## src/rtl/sampler_drain_ctrl.sv

```systemverilog
// Drains the lease sampler's record buffer into a 32-bit valid/ready word stream, five words per record.
// Build option SAMPLER_DRAIN_HEADER_EN prefixes every drain burst with a {mode, n} header word.
module sampler_drain_ctrl #(
    parameter int READ_LAT    = 2,
    parameter int WALK_CYCLES = 66
) (
    input  logic        clock_i,
    input  logic        reset_i,
    input  logic        start_i,
    input  logic        stop_i,
    output logic [31:0] comm_o,
    output logic        sampler_en_o,
    input  logic        full_flag_i,
    input  logic [31:0] used_i,
    input  logic [31:0] ref_address_i,
    input  logic [31:0] ref_interval_i,
    input  logic [31:0] ref_target_i,
    input  logic [63:0] ref_trace_i,
    output logic [31:0] word_o,
    output logic        word_valid_o,
    input  logic        word_ready_i,
    output logic        busy_o,
    output logic        done_o,
    output logic [31:0] records_o
);

`ifdef SAMPLER_DRAIN_HEADER_EN
    localparam bit HDR_EN = 1'b1;
`else
    localparam bit HDR_EN = 1'b0;
`endif

    localparam logic MODE_MID   = 1'b0;
    localparam logic MODE_FINAL = 1'b1;

    typedef enum logic [3:0] {
        S_IDLE,
        S_RUN,
        S_WRQ,
        S_WALK,
        S_ADDR,
        S_HDR,
        S_SEND,
        S_CLEAR,
        S_DONE
    } state_t;

    state_t      state, state_nxt, burst_end;
    logic [7:0]  wcnt;
    logic [12:0] k, n, n_lat;
    logic        mode;
    logic [2:0]  widx;
    logic [31:0] hold_addr, hold_ival, hold_tgt;
    logic [63:0] hold_trace;
    logic [31:0] records;
    logic        xfer, last_word, more_recs, wait_done, walk_done, run_full;

    assign n_lat     = (|used_i[31:13]) ? 13'h1fff : used_i[12:0];
    assign xfer      = word_valid_o & word_ready_i;
    assign last_word = (widx == 3'd4);
    assign more_recs = ({1'b0, k} + 14'd1) < {1'b0, n};
    assign wait_done = (state == S_ADDR) && (wcnt == 8'(READ_LAT));
    assign walk_done = (state == S_WALK) && (wcnt == 8'(WALK_CYCLES - 1));
    assign run_full  = (state == S_RUN) && !stop_i && full_flag_i;
    assign burst_end = (mode == MODE_MID) ? S_CLEAR : S_DONE;
    assign records_o = records;

    always_ff @(posedge clock_i) begin
        if (reset_i) state <= S_IDLE;
        else         state <= state_nxt;
    end

    always_comb begin
        state_nxt    = state;
        comm_o       = '0;
        word_o       = '0;
        word_valid_o = 1'b0;
        sampler_en_o = (state != S_IDLE);
        busy_o       = 1'b1;
        done_o       = 1'b0;
        case (state)
            S_IDLE: begin
                busy_o = 1'b0;
                if (start_i) state_nxt = S_RUN;
            end
            S_RUN: begin
                busy_o     = 1'b0;
                comm_o[24] = 1'b1;
                // stop outranks a simultaneous full indication
                if (stop_i)
                    state_nxt = S_WRQ;
                else if (full_flag_i)
                    state_nxt = HDR_EN ? S_HDR : ((n_lat == '0) ? S_CLEAR : S_ADDR);
            end
            S_WRQ: begin
                comm_o[22] = 1'b1;
                state_nxt  = S_WALK;
            end
            S_WALK: begin
                if (walk_done)
                    state_nxt = HDR_EN ? S_HDR : ((n_lat == '0) ? S_DONE : S_ADDR);
            end
            S_ADDR: begin
                comm_o[24]   = (mode == MODE_MID);
                comm_o[16:4] = k;
                if (wait_done) state_nxt = S_SEND;
            end
            S_HDR: begin
                comm_o[24]   = (mode == MODE_MID);
                comm_o[16:4] = k;
                word_valid_o = 1'b1;
                word_o       = {(mode == MODE_FINAL) ? 2'b10 : 2'b01, 17'b0, n};
                if (word_ready_i) state_nxt = (n == '0) ? burst_end : S_ADDR;
            end
            S_SEND: begin
                comm_o[24]   = (mode == MODE_MID);
                comm_o[16:4] = k;
                word_valid_o = 1'b1;
                case (widx)
                    3'd0:    word_o = hold_addr;
                    3'd1:    word_o = hold_ival;
                    3'd2:    word_o = hold_tgt;
                    3'd3:    word_o = hold_trace[31:0];
                    default: word_o = hold_trace[63:32];
                endcase
                if (word_ready_i && last_word) state_nxt = more_recs ? S_ADDR : burst_end;
            end
            S_CLEAR: begin
                comm_o[24] = 1'b1;
                comm_o[23] = 1'b1;
                state_nxt  = S_RUN;
            end
            S_DONE: begin
                busy_o = 1'b0;
                done_o = 1'b1;
                if (start_i) state_nxt = S_RUN;
            end
            default: state_nxt = S_IDLE;
        endcase
    end

    always_ff @(posedge clock_i) begin
        if (reset_i) begin
            wcnt       <= '0;
            k          <= '0;
            n          <= '0;
            mode       <= MODE_MID;
            widx       <= '0;
            hold_addr  <= '0;
            hold_ival  <= '0;
            hold_tgt   <= '0;
            hold_trace <= '0;
            records    <= '0;
        end else begin
            // one counter serves both the read-latency wait and the writeout walk
            wcnt <= (state_nxt != state) ? 8'd0 : wcnt + 8'd1;
            if (run_full || walk_done) begin
                n    <= n_lat;
                k    <= '0;
                mode <= walk_done ? MODE_FINAL : MODE_MID;
            end
            if (wait_done) begin
                hold_addr  <= ref_address_i;
                hold_ival  <= ref_interval_i;
                hold_tgt   <= ref_target_i;
                hold_trace <= ref_trace_i;
                widx       <= '0;
            end
            if (state == S_SEND && xfer) begin
                if (last_word) begin
                    widx    <= '0;
                    k       <= k + 13'd1;
                    records <= records + 32'd1;
                end else begin
                    widx <= widx + 3'd1;
                end
            end
            if (start_i && (state == S_IDLE || state == S_DONE))
                records <= '0;
        end
    end

endmodule

```

## config.mk

```make
export PLATFORM = sky130hd
export DESIGN_NAME = sampler_drain_ctrl
export DESIGN_NICKNAME = d
export VERILOG_FILES = /design/src/rtl/sampler_drain_ctrl.sv
export SDC_FILE = /design/constraint.sdc
export NUM_CORES = 1
export LEC_CHECK = 0
export CAP_MARGIN = 25
export CORE_MARGIN = 10
export CORE_UTILIZATION = 49
export CTS_CLUSTER_DIAMETER = 100
export DETAILED_ROUTE_END_ITERATION = 10
export PLACE_DENSITY = 0.87
export SYNTH_ARGS = -nofsm -noshare
export SYNTH_HDL_FRONTEND = slang
export SYNTH_SLANG_ARGS = --single-unit
```

## constraint.sdc

```tcl
create_clock -name clock_i -period 4.85 [get_ports clock_i]
set_clock_uncertainty 0.2 [all_clocks]
set_input_delay 0.97 -clock clock_i [delete_from_list [all_inputs] [get_ports clock_i]]
set_output_delay 0.97 -clock clock_i [all_outputs]
set_load 0.1 [all_outputs]
```

==> results of run 1 <==
[worst max-delay path, delay by kind of cell, from the launching register on]
| kind | cells | cell delay [ns] |
|---|---|---|
| AND/OR/NAND/NOR | 2 | 0.51 |
| adder cells (fa/ha/maj) | 1 | 0.45 |
| flip-flops | 1 | 0.58 |
| AO/OA/AOI/OAI | 1 | 0.23 |
| buffers and inverters | 3 | 0.75 |
[metal layers]
| metal | global-route usage | wire, um |
|---|---|---|
| met1 | 0.274 | 13700 |
| met2 | 0.396 | 16900 |
| met3 | 0.0674 | 3530 |
| met4 | 0.0889 | 1340 |
| met5 | 0 | 0 |
[logic make-up (layout without fill, tap and decap cells)]
group	after synthesis	after routing	synth area share
AOI/OAI and AO/OA	355	355	0.198
xor gates and xnor gates	44	44	0.0356
adders and majority gates	23	23	0.0266
buffers and inverters	137	365	0.0551
DFF	234	234	0.433
other	1	17	0.000347
and+or+nand+nor	612	612	0.252
[worst paths after layout]
kind            startpoint             to  slack (ns)  depth (start not counted)
max reg2reg           k[2]        wcnt[2]        0.92                         12
min reg2reg  hold_ival[14]  hold_ival[14]        0.25                          2
min          hold_ival[14]  hold_ival[14]        0.25                          2
max                widx[2]     word_o[17]        0.62                          7
[state kept, by name, indices dropped and copies added (netlist names)]
name and flops:
hold_addr 32, widx 3, wcnt 8, hold_ival 32, hold_trace 64, hold_tgt 32
k 13, records_o 32, state 4, mode 1, n 13
[stage by stage]
step | setup slack, ns | total power [W] | instance area [sq um]
3_3_place_gp | 1.16 | 0.00247 | 13800
6_report | 0.617 | 0.00446 | 14700
3_5_place_dp | 1.06 | 0.00247 | 13800
2_1_floorplan | 0.0186 | 0.00225 | 10900
4_1_cts | 0.594 | 0.00447 | 14700
5_1_grt | 0.409 | 0.00459 | 14700
[cell type report]
class / count / area [sq um] / area share
Antenna cell: 1 / 2.50 / 0.000170
Clock buffer: 33 / 686 / 0.0465
Clock inverter: 12 / 186 / 0.0126
Inverter: 24 / 90.1 / 0.00611
Multi-Input combinational cell: 1050 / 5630 / 0.382
Sequential cell: 234 / 4680 / 0.318
Tap cell: 280 / 350 / 0.0238
Timing Repair Buffer: 296 / 3110 / 0.211
[power groups by stage]
stage / Combinational (W) / Sequential (W) / Clock (W)
global route: 0.000510 / 0.00196 / 0.00212
CTS: 0.000469 / 0.00196 / 0.00205
global placement: 0.000463 / 0.00200 / 0
detailed placement: 0.000466 / 0.00200 / 0
floorplan: 0.000262 / 0.00199 / 0
finish: 0.000481 / 0.00196 / 0.00202
[synth_stat cells, types with 4 or more instances]
cell      number  area share
nand3_1       35       0.016
and4_1         5      0.0040
clkbuf_1      86       0.030
dfxtp_1      234        0.43
o221a_2       10       0.010
o22ai_1       13      0.0075
xor2_1        29       0.023
a22oi_1       64       0.044
or3_1         11      0.0064
inv_1         23      0.0080
nor2b_1        7      0.0040
ha_1          23       0.027
nor2_1        56       0.019
nand2b_1       6      0.0035
xnor2_1       15       0.012
and2_1        17      0.0098
a21oi_1      205       0.095
o21ai_0       19      0.0088
nor4_1        23       0.013
a31oi_1       17      0.0098
buf_4         18       0.012
nand4_1        7      0.0040
o21a_1         4      0.0028
nand2_1      399        0.14
buf_2          5      0.0023
nand3b_1       4      0.0028
nor3_1        11      0.0051
and3_1        16      0.0093
==> run_results.csv, run 1 <==
group,metric,value,unit
critical_path,worstPathArrival,3.06,ns
placed_design,gp_congestion,1.00,
clocking,clock_latency,0.54,ns
synthesis,syn_inst,1406,
sta,setup_viol,0,
placed_design,dpl.cell_count,1882,
routing,routed_wl,35.5,mm
finish,area_delta_synth_final,36.3,%
sta,tightest_slew,1.01,ns
pwr,pwr-share-seq,0.440,
routing,drc,0,
synthesis,synth_area,0.0108,sq mm
finish,layout-drive-gt1-share,0.0691,
routing,antenna_left,0,
routing,routedWlPerCell,18.4,um
clocking,cts_sinks,234,
grt,grt.total_usage,0.234,
outcome,status,"finished, final reports clean",
synthesis,ys_ff_latch,234,
die,num_io_pins,298,
routing,vias,10900,
clocking,clockRootBuffer,"clkbuf_16",
critical_path,cp_max_fo,17,
die,start_util,0.497,
die,die_w,169,um
routing,viasPerCell,5.64,
critical_path,max_stage_delay,0.58,ns
synthesis,ys_types,63,
finish,fin_nets,1852,
clocking,cts_hold_buffers,0,
clocking,postCtsSetupRepairBufs,0,
finish,final_common_cell,"nand2_1",
sta,fmax,236,MHz
routing,drt_pass1_iterations,7,
die,num_rows,54,
clocking,cts-htree-levels,1,
grt,overflow,0,
synthesis,synthFlopType,"dfxtp_1",
sta,slew_headroom,0.324,
clocking,cts-resized-gates,0,
pwr,switching_share,0.245,
sta,fin_crit_sh,0.873,
clocking,cts_buffer_depth,3,
synthesis,synth-edff-count,0,
critical_path,cp-start-kind,"flip-flop",
pwr,p_switching,0.00109,W
sta,hold_viol,0,
grt,grt_first_pass_wirelength,55.5,mm
routing,drt_iter0_drc,993,
grt,grt_pass1_vias,10600,
placed_design,hpwl,25.3,mm
synthesis,syn_avg_cell_area,7.69,sq um
finish,utilization,0.678,
sta,drv_slew,0,
pwr,irDropWorstVdd,0.274,mV
die,dieArea,0.0284,sq mm
sta,rsz0062_at_grt,"no",
flow_run,maxCapViolations,0,
finish,final_cell_mix,"399 x nand2_1, 248 x clkdlybuf4s50_1, 234 x dfxtp_1",
critical_path,crit_slowest_cell,"dfxtp_1",
pwr,combPwrFrac,0.108,
grt,antenna_found_initial,1,
die,coreArea,0.0218,sq mm
pwr,clkPwrFrac,0.452,
sta,min_period,4.23,ns
sta,setup_tns,0,ns
critical_path,end_kind,"output pin",
clocking,cts_buffers,25,
critical_path,cp.required,3.68,ns
critical_path,path_common_cell,"buf_4",
synthesis,async_flop_share,0,
clocking,path_clk_slew,0.06,ns
worst_hold_path,hold_path.class,"reg2reg",
grt,grt_max_degree,161,
finish,fillers,1777,
clocking,cts_tree,"built",
finish,stdcell_count,1930,
pwr,internal-power,0.00337,W
synthesis,synth_seq_area_share,0.433,
pwr,p_per_area,303,mW/mm^2
critical_path,worst-setup-path-type,"reg2out",
critical_path,path_cells,"inv_1 -> ha_1 -> nor4_2 -> buf_4 -> nand2_1 -> a31oi_1 -> buf_4",
sta,fin_hold_ws,0.254,ns
die,die_y,169,um
placed_design,numPortBuffers,281,
synthesis,synth_warnings,0,
pwr,leakage,5.05,nW
Note: power is estimated with default switching activity, not from simulation.
==> inputs of run 2 (changes only) <==
--- a/config.mk
+++ b/config.mk
@@ -10,6 +10,7 @@
 export CORE_UTILIZATION = 49
 export CTS_CLUSTER_DIAMETER = 100
 export DETAILED_ROUTE_END_ITERATION = 10
+export GPL_TIMING_DRIVEN = 1
 export PLACE_DENSITY = 0.87
 export SYNTH_ARGS = -nofsm -noshare
 export SYNTH_HDL_FRONTEND = slang
==> results of run 2 <==
No change in the layout: final DEF, timing and power equal those of run 1.
